`config.mk`:
```
export PLATFORM = sky130hd
export DESIGN_NAME = dense_seq_ctrl
export DESIGN_NICKNAME = d
export VERILOG_FILES = /design/src/rtl/dense_seq_ctrl.sv
export SDC_FILE = /design/constraint.sdc
export NUM_CORES = 1
export LEC_CHECK = 0
export CAP_MARGIN = 15
export CORE_ASPECT_RATIO = 2
export CORE_MARGIN = 2
export CORE_UTILIZATION = 35
export CTS_CLUSTER_DIAMETER = 60
export DETAILED_ROUTE_END_ITERATION = 10
export DONT_BUFFER_PORTS = 1
export PLACE_DENSITY_LB_ADDON = 0.15
export RECOVER_POWER = 50
export SYNTH_ARGS = -nofsm -noshare
export SYNTH_HDL_FRONTEND = slang
export SYNTH_SLANG_ARGS = --single-unit
```
`constraint.sdc`:
```
create_clock -name clk -period 17.8 [get_ports clk]
set_input_delay 3.56 -clock clk [delete_from_list [all_inputs] [get_ports clk]]
set_output_delay 3.56 -clock clk [all_outputs]
set_load 0.02 [all_outputs]
```
`src/rtl/dense_seq_ctrl.sv`:
```
// dense_seq_ctrl: serial dense-layer sequencer.
// One MAC is time-shared across all output classes. Weights and biases are
// streamed from an external synchronous memory (one word per cycle, data
// returns one cycle after the address). Each class score is accumulated
// serially. When all scores are in, a one-hot argmax is emitted in which
// every tied maximum is flagged.
//
// state | meaning
// ------+------------------------------------------------------------
// IDLE  | waiting for a feature vector, in_ready=1
// RUN   | streaming N_OUT*WPC memory reads and accumulating scores
// CMP   | one cycle: build tie-aware one-hot from stored scores
// DONE  | result held on outputs until out_ready
module dense_seq_ctrl #(
    parameter int N_IN  = 20,
    parameter int N_OUT = 10,
    parameter int X_W   = 6,
    parameter int W_W   = 8,
    parameter int ACC_W = 19,
    localparam int WPC    = N_IN + 1,
    localparam int TOTAL  = N_OUT * WPC,
    localparam int ADDR_W = $clog2(TOTAL),
    localparam int IDX_W  = $clog2(N_OUT)
) (
    input  logic                   clk,
    input  logic                   rst,
    input  logic                   in_valid,
    output logic                   in_ready,
    input  logic [N_IN*X_W-1:0]    x_flat,
    output logic                   w_en,
    output logic [ADDR_W-1:0]      w_addr,
    input  logic [W_W-1:0]         w_data,
    output logic                   out_valid,
    input  logic                   out_ready,
    output logic [N_OUT-1:0]       y,
    output logic [IDX_W-1:0]       class_idx,
    output logic [ACC_W-1:0]       max_score,
    output logic                   busy
);

    localparam int KW = $clog2(WPC);
    localparam logic [KW-1:0]     K_BIAS    = KW'(N_IN);
    localparam logic [IDX_W-1:0]  IDX_LAST  = IDX_W'(N_OUT - 1);
    localparam logic [ADDR_W-1:0] READS_M1  = ADDR_W'(TOTAL - 1);

    typedef enum logic [1:0] {
        IDLE = 2'd0,
        RUN  = 2'd1,
        CMP  = 2'd2,
        DONE = 2'd3
    } state_t;

    state_t                   state;
    logic [N_IN*X_W-1:0]      x_reg;

    // Issue side: down-counter of reads still to launch after the current one,
    // plus the (class, k) tag of the address being presented.
    logic [ADDR_W-1:0]        rem;
    logic [KW-1:0]            iss_k;
    logic [IDX_W-1:0]         iss_cls;

    // Return side: tag of the word arriving on w_data this cycle.
    logic                     rd_vld;
    logic [KW-1:0]            rd_k;
    logic [IDX_W-1:0]         rd_cls;

    logic signed [ACC_W-1:0]  acc;
    logic signed [ACC_W-1:0]  run_max;
    logic [IDX_W-1:0]         run_idx;
    logic signed [ACC_W-1:0]  score [N_OUT];

    // Feature vector padded with one zero slot so the bias tag (k == N_IN)
    // selects a defined value instead of running off the end.
    logic [WPC*X_W-1:0]       x_pad;
    logic [X_W-1:0]           xk;
    logic signed [ACC_W-1:0]  x_ext;
    logic signed [ACC_W-1:0]  w_ext;
    logic signed [ACC_W-1:0]  prod;
    logic signed [ACC_W-1:0]  mac_val;
    logic signed [ACC_W-1:0]  score_val;

    assign x_pad = {{X_W{1'b0}}, x_reg};

    // MAC datapath: unsigned feature times signed weight, all in ACC_W bits
    // so the sum wraps modulo 2^ACC_W.
    always_comb begin
        xk        = x_pad[int'(rd_k)*X_W +: X_W];
        x_ext     = {{(ACC_W-X_W){1'b0}}, xk};
        w_ext     = {{(ACC_W-W_W){w_data[W_W-1]}}, w_data};
        prod      = x_ext * w_ext;
        mac_val   = (rd_k == '0) ? prod : (acc + prod);
        score_val = acc + w_ext;
    end

    // Sequencer FSM with registered outputs, read pipeline and accumulator.
    always_ff @(posedge clk or posedge rst) begin
        if (rst) begin
            state     <= IDLE;
            x_reg     <= '0;
            in_ready  <= 1'b1;
            busy      <= 1'b0;
            w_en      <= 1'b0;
            w_addr    <= '0;
            rem       <= '0;
            iss_k     <= '0;
            iss_cls   <= '0;
            rd_vld    <= 1'b0;
            rd_k      <= '0;
            rd_cls    <= '0;
            acc       <= '0;
            run_max   <= '0;
            run_idx   <= '0;
            out_valid <= 1'b0;
            y         <= '0;
            class_idx <= '0;
            max_score <= '0;
            for (int c = 0; c < N_OUT; c++) begin
                score[c] <= '0;
            end
        end else begin
            case (state)
                IDLE: begin
                    rd_vld <= 1'b0;
                    if (in_valid && in_ready) begin
                        x_reg    <= x_flat;
                        state    <= RUN;
                        in_ready <= 1'b0;
                        busy     <= 1'b1;
                        w_en     <= 1'b1;
                        w_addr   <= '0;
                        rem      <= READS_M1;
                        iss_k    <= '0;
                        iss_cls  <= '0;
                    end
                end

                RUN: begin
                    // Tag travels one cycle behind the address, matching
                    // the memory read latency.
                    rd_vld <= w_en;
                    rd_k   <= iss_k;
                    rd_cls <= iss_cls;

                    if (w_en) begin
                        if (iss_k == K_BIAS) begin
                            iss_k   <= '0;
                            iss_cls <= iss_cls + 1'b1;
                        end else begin
                            iss_k <= iss_k + 1'b1;
                        end
                        if (rem == '0) begin
                            w_en <= 1'b0;
                        end else begin
                            rem    <= rem - 1'b1;
                            w_addr <= w_addr + 1'b1;
                        end
                    end

                    if (rd_vld) begin
                        if (rd_k == K_BIAS) begin
                            score[rd_cls] <= score_val;
                            // Class 0 seeds the running max; afterwards only a
                            // strictly greater score moves it, so the lowest
                            // index keeps ties.
                            if ((rd_cls == '0) || (score_val > run_max)) begin
                                run_max <= score_val;
                                run_idx <= rd_cls;
                            end
                            if (rd_cls == IDX_LAST) begin
                                state <= CMP;
                            end
                        end else begin
                            acc <= mac_val;
                        end
                    end
                end

                CMP: begin
                    rd_vld <= 1'b0;
                    for (int c = 0; c < N_OUT; c++) begin
                        y[c] <= (score[c] == run_max);
                    end
                    class_idx <= run_idx;
                    max_score <= run_max;
                    out_valid <= 1'b1;
                    state     <= DONE;
                end

                DONE: begin
                    rd_vld <= 1'b0;
                    if (out_ready) begin
                        out_valid <= 1'b0;
                        in_ready  <= 1'b1;
                        busy      <= 1'b0;
                        state     <= IDLE;
                    end
                end

                default: begin
                    state <= IDLE;
                end
            endcase
        end
    end

endmodule

```
==> impl_metrics.yaml, run 1 <==
sta:
  tns_ns: 0
  timing.final.crit_share_pct: 50.7
  setup_viol: 0
  period_needed_ns: 9.03
  hold_viol_final: 0
  maxSlewHeadroom_pct: -301
  tightest_slew_ns: 5.99
  maxSlewViolCount: 332
  finalClockSkew_ns: 0.0268
  max_freq_mhz: 111
  hold-worst-slack_ns: 0.469
  rsz0062_at_grt: "no"
critical_path:
  worstPathCellList: "and2_1 > inv_1 > fa_1 > inv_1 > fa_1 > fa_1 > inv_1 > fa_1 > inv_1 > ha_1 > and3_1 > a221o_1 > nand2_1 > a31oi_1 > xnor2_2 > ha_1 > nand2_1 > nor2_1 > a21oi_1 > o21ai_0 > o41ai_1 > mux4_2 > a221o_1"
  cp_slowest_cell: "fa_1"
  required_ns: 18.25
  slowest_delay_ns: 0.55
  crit_buf_inv: 4
  crit_type: "in -> reg"
  critPathTopFamily: "adder cells"
  crit_path_start_kind: "input port"
  worstPathMaxFanout: 17
  end_kind: "register"
  cp.arrival_ns: 9.48
global_route:
  grt_pass1_wl_um: 107000
  track_usage_pct: 20.4
  gr-usage-met1_pct: 21.4
  grt_max_degree: 159
  grt_overflow_total: 0
  grt-busiest-layer: "met2"
  grt_use_met2_pct: 40.3
  grt_pass1_vias: 17700
  antenna_found_initial: 1
  grt.met3_usage_pct: 2.52
clock_network:
  clockBufferDepth: 3
  clk_latency_ns: 0.59
  clk_pin_slew_ns: 0.06
  cts_resized: 0
  cts.htree.levels: 2
  ctsHoldBuffers: 0
  cts.sinks: 426
  cts-buffers-inserted: 44
  cts_setup_buffers: 0
  cts_root_buf: "clkbuf_16"
  cts_tree: "built"
route:
  wl_um: 69600
  routedWlPerCell_um: 21.0
  drt_iter0_markers: 897
  drt-pass1-iter-count: 5
  antenna_left: 0
  vias: 16800
  drcViolationCount: 0
  vias_per_cell: 5.07
yosys:
  synth_edf_count: 0
  yosys-top-cells-area: "dfrtp_1, nand2_1, xor2_1"
  postSynthAreaPerCell_um2: 9.69
  async_flop_share_pct: 100
  yosysSeqAreaShare_pct: 45.3
  netlist_instances: 2428
  netlist.area_leader.share_pct: 45.2
  ys.flop_type: "dfrtp_1"
  synth_cell_types: 68
  synth-seq-cells: 426
  yosysTopAreaCell: "dfrtp_1"
  yosys_warnings: 0
  synth_fp_nets: 2697
  synth_area_um2: 23500
finish:
  num-nets-final: 2662
  syn_to_final_growth_pct: 10.7
  post-route-util_pct: 39.1
  num_antenna_cells: 0
  final_area_um2: 26000
  drive_gt1_share_pct: 10.8
  fillCellCount: 6706
  largest_reg_flops: 190
floorplanning:
  die_w_um: 187
  die_y_um: 371
  start_util_pct: 35.4
  row_count: 134
  io_pins: 177
  die_area_um2: 69400
  core_um2: 66600
run:
  maxCapViolCount: 5
status:
  violations: "capacitance limit, slew limit"
  status: "complete, but fails checks"
placement:
  placed_area_um2: 24500
  io_buffers: 0
  hpwl_um: 50200
  gp_congestion: 0.861
power_and_ir_drop:
  p_leak_nw: 12.5
  ir_drop_mv: 0.0693
  power.density_nw_per_um2: 83.4
worst_hold_path:
  hold_class: "reg -> reg"
worst paths after layout:
check,cells after the start,to,slack (ns),start
worst max register to register,28,acc[18],9.04,rd_k[0]
worst max-delay path,23,acc[18],8.77,w_data[7]
worst min-delay path,2,x_reg[68],0.47,x_reg[68]
min in group asynchronous,1,w_addr[5],4.75,rst
worst min register to register,2,x_reg[68],0.47,x_reg[68]
max in group asynchronous,3,score[111],9.78,rst
metrics by stage:
stage	power (mW)	worst slack, ns	cells
5_1_grt	2.25	8.53	3311
3_3_place_gp	1.19	8.28	3231
3_5_place_dp	1.19	8.20	3231
2_1_floorplan	1.11	2.38	2428
4_1_cts	2.21	8.80	3311
6_report	2.17	8.77	3311
tightest hold or removal path, stage by stage, from the launching register on:
cell and delay (ns):
dfrtp_1 0.33, nand2_1 0.05, nand2_1 0.05
cells in the final DEF, fill, tap and decap left out, types with 27 or more instances in the layout:
cell	instances
a21oi_1	54
buf_4	40
clkbuf_16	44
dfrtp_1	424
fa_1	37
ha_1	100
inv_1	136
mux2_2	102
mux4_2	27
nand2_1	607
nand3_1	30
nand4_1	30
nor2_1	78
nor4_1	33
o21ai_0	168
xnor2_1	94
xor2_1	145
routing by layer:
metal / vias up / wire [um]
met2: 384 / 38300
met1: 8285 / 25700
met3: 117 / 2750
met4: 0 / 2880
met5: - / 0
li1: 7989 / -
cell type report:
| cell class | count | area (um2) | area share, % |
|---|---|---|---|
| clock buffers | 60 | 1240 | 4.77 |
| clock inverters | 20 | 303 | 1.16 |
| inverters | 138 | 519 | 1.99 |
| multi-input cells | 1738 | 11900 | 45.6 |
| flip-flops and latches | 426 | 10700 | 40.9 |
| well taps | 884 | 1110 | 4.25 |
| repair buffers | 45 | 335 | 1.29 |
Yosys cell counts (3+ instances only):
master    count
a31oi_1      15
dfrtp_1     425
nand2b_1      9
a21oi_1      54
nor2b_1      11
and3_1       17
nor4_1       33
or3_1         7
nand2_1     607
nor2_1       78
mux2i_1      21
nand3b_1      3
mux4_2       27
nand4_1      30
o32ai_1      10
mux2_2      102
or2_2         6
clkbuf_1     96
o211ai_1      8
nor3_1       22
ha_1        100
a211oi_1      6
xor2_1      145
buf_2         6
mux4_1        4
and2_1       21
fa_1         37
inv_1       137
o21bai_1      5
o21a_1        4
a21o_1       20
o21ai_0     168
o22ai_1       6
buf_1        21
nand3_1      31
xnor2_1      94
cells by family (layout without fill, tap and decap cells):
family,Yosys count,after routing,synth area share (%)
AOI/OAI and AO/OA,319,319,7.93
and+or+nand+nor,887,887,16.1
buffers and inverters,264,263,4.31
xor gates and xnor gates,241,241,9.03
adders and majority gates,137,137,8.47
DFF,426,426,45.3
muxes,154,154,8.81
power by group:
| part | total (mW) | switching (mW) | internal, mW |
|---|---|---|---|
| sequential | 0.984 | 0.00959 | 0.974 |
| clock | 1.00 | 0.423 | 0.582 |
| combinational | 0.184 | 0.130 | 0.0542 |
(Power assumes the default switching activity.)
==> run 2: changes to the inputs <==
==> constraint.sdc (replaced) <==
create_clock -name clk -period 8.1 [get_ports clk]
set_input_delay 1.62 -clock clk [delete_from_list [all_inputs] [get_ports clk]]
set_output_delay 1.62 -clock clk [all_outputs]
set_load 0.02 [all_outputs]
==> run 2 against run 1 <==
Net effect: the flow still finishes with violations (capacitance limit, slew limit); first-iteration DRC count decreased by 16%; register-to-register slack worse by 8.6 ns; cell count is 0.88% higher; core utilization grew 0.23 points; critical path depth up 4; power is 120% higher; clock skew down 0.0038 ns; count of clock-buffer cells in the layout grew 3; sequential power increased by 120%; worst setup slack lost 8.4 ns; clock power rose by 110%; die area stayed put.
==> impl_metrics.yaml, run 2 (synthesized netlist as in run 1, its figures left out) <==
status:
  status: "complete, but fails checks"
  violations: "capacitance limit, slew limit"
power_and_ir_drop:
  ir_drop_mv: 0.160
  pwr-share-comb_pct: 9.0
  switching_share_pct: 26.2
  p_seq_share_pct: 46.3
  power.density_nw_per_um2: 178
  p_clk_share_pct: 44.7
  intPower_mw: 3.45
  total_power_mw: 4.67
  p_sw_mw: 1.22
  p_leak_nw: 12.6
sta:
  maxSlewHeadroom_pct: -119
  hold_viol_final: 0
  maxSlewViolCount: 214
  timing.final.ws_setup_ns: 0.424
  tightest_slew_ns: 3.28
  timing.final.crit_share_pct: 94.8
  tns_ns: 0
  finalClockSkew_ns: 0.0230
  rsz0062_at_grt: "no"
  period_needed_ns: 7.68
  max_freq_mhz: 130
  setup_viol: 0
finish:
  num_antenna_cells: 0
  syn_to_final_growth_pct: 11.3
  num-nets-final: 2692
  final_common_cell: "nand2_1"
  fin_cells: 3340
  layout_common_cells: "nand2_1, dfrtp_1, o21ai_0, xor2_1, inv_1"
  drive_gt1_share_pct: 11.8
  fillCellCount: 6703
  largest_reg_flops: 190
  final_area_um2: 26200
clock_network:
  clk_pin_slew_ns: 0.07
  clockBufferDepth: 3
  clk_latency_ns: 0.58
  cts.htree.levels: 2
  cts_root_buf: "clkbuf_16"
  cts_tree: "built"
  cts.sinks: 426
  cts-buffers-inserted: 43
floorplanning:
  die_y_um: 371
  io_pins: 177
  core_um2: 66600
  die_w_um: 187
  start_util_pct: 35.4
  row_count: 134
  die_area_um2: 69400
worst_hold_path:
  hold_class: "reg -> reg"
critical_path:
  cp_slowest_cell: "dfrtp_1"
  cp.arrival_ns: 8.14
  required_ns: 8.56
  end_kind: "register"
  regToRegSetupSlack_ns: 0.42
  crit_path_start_kind: "register"
  crit_type: "reg -> reg"
  worstPathMaxFanout: 21
  slowest_delay_ns: 0.71
route:
  drt_iter0_markers: 752
  routedWlPerCell_um: 21.3
  vias: 16900
  drt-pass1-iter-count: 5
  wl_um: 71200
  drcViolationCount: 0
  vias_per_cell: 5.05
  antenna_left: 0
placement:
  dp_cells: 3259
  gp_congestion: 0.847
  placed_area_um2: 24800
  io_buffers: 0
  dp_slack_ns: 0.291
  hpwl_um: 52200
global_route:
  track_usage_pct: 20.8
  grt_max_degree: 153
  grt_overflow_total: 0
  antenna_found_initial: 0
  grt_pass1_vias: 18100
  grt_pass1_wl_um: 109000
run:
  maxCapViolCount: 4
==> run 2: cell types whose count changed in the layout (fill, tap and decap cells not counted), moves of 2 or more <==
cell        previous run  this run
and2_1                18        21
buf_4                 40        69
bufinv_16              6         3
and2_0                 4         1
clkinvlp_4             5         1
clkinv_2               4         7
clkbuf_1              12        14
clkbuf_8               8        11
==> run 2: per-layer routing <==
metal / track usage [%] / vias to the layer above / routed length, um
met1: 20.7 / 8284 / 25000
met2: 41.0 / 375 / 39400
met5: 0 / - / 0
met3: 3.08 / 157 / 2790
met4: 10.9 / 0 / 3920
li1: - / 8056 / -
==> run 2: power groups by stage <==
stage / combinational, mW / clock [mW] / sequential (mW)
2_1_floorplan: 0.237 / 0 / 2.19
3_3_place_gp: 0.421 / 0 / 2.20
3_5_place_dp: 0.427 / 0 / 2.20
4_1_cts: 0.429 / 2.15 / 2.16
5_1_grt: 0.455 / 2.22 / 2.16
6_report: 0.421 / 2.09 / 2.16
==> run 2: critical path: cells and delay by family (launching register included) <==
kind	cells	cell delay, ns
AO/OA/AOI/OAI	10	2.30
XOR/XNOR	1	0.16
adder cells (fa/ha/maj)	6	2.47
buffers and inverters	4	0.71
flip-flops	1	0.71
multiplexers	3	0.87
AND/OR/NAND/NOR	3	0.32
==> run 2: area by class of cell <==
| type | instances | area [um2] | area share [%] |
|---|---|---|---|
| well taps | 884 | 1110 | 4.22 |
| inverters | 138 | 519 | 1.98 |
| clock buffers | 63 | 1260 | 4.81 |
| multi-input cells | 1738 | 11900 | 45.4 |
| repair buffers | 76 | 577 | 2.20 |
| clock inverters | 15 | 186 | 0.712 |
| flip-flops and latches | 426 | 10700 | 40.7 |
==> run 2: path summary, 6_finish.rpt <==
kind | end | start | cells after the start
setup / recovery | acc[18] | rd_k[1] | 27
hold / removal | x_reg[48] | x_reg[48] | 2
setup reg to reg | acc[18] | rd_k[1] | 27
hold reg to reg | x_reg[48] | x_reg[48] | 2
max in group asynchronous | max_score[10] | rst | 3
min in group asynchronous | max_score[2] | rst | 2
==> run 2: what timing repair did <==
item,in CTS,in global routing
hold endpoints to repair,0,0
setup buffers,0,3
hold buffers,0,0
setup endpoints to repair,0,1
gates resized for setup,0,1
==> run 2: stage by stage <==
step	hold slack, ns	utilization [%]
6_report	0.466	39.4
5_1_grt	0.488	39.4
4_1_cts	0.473	39.4
3_5_place_dp	0.458	37.2
3_3_place_gp	0.453	37.2
2_1_floorplan	0.437	-
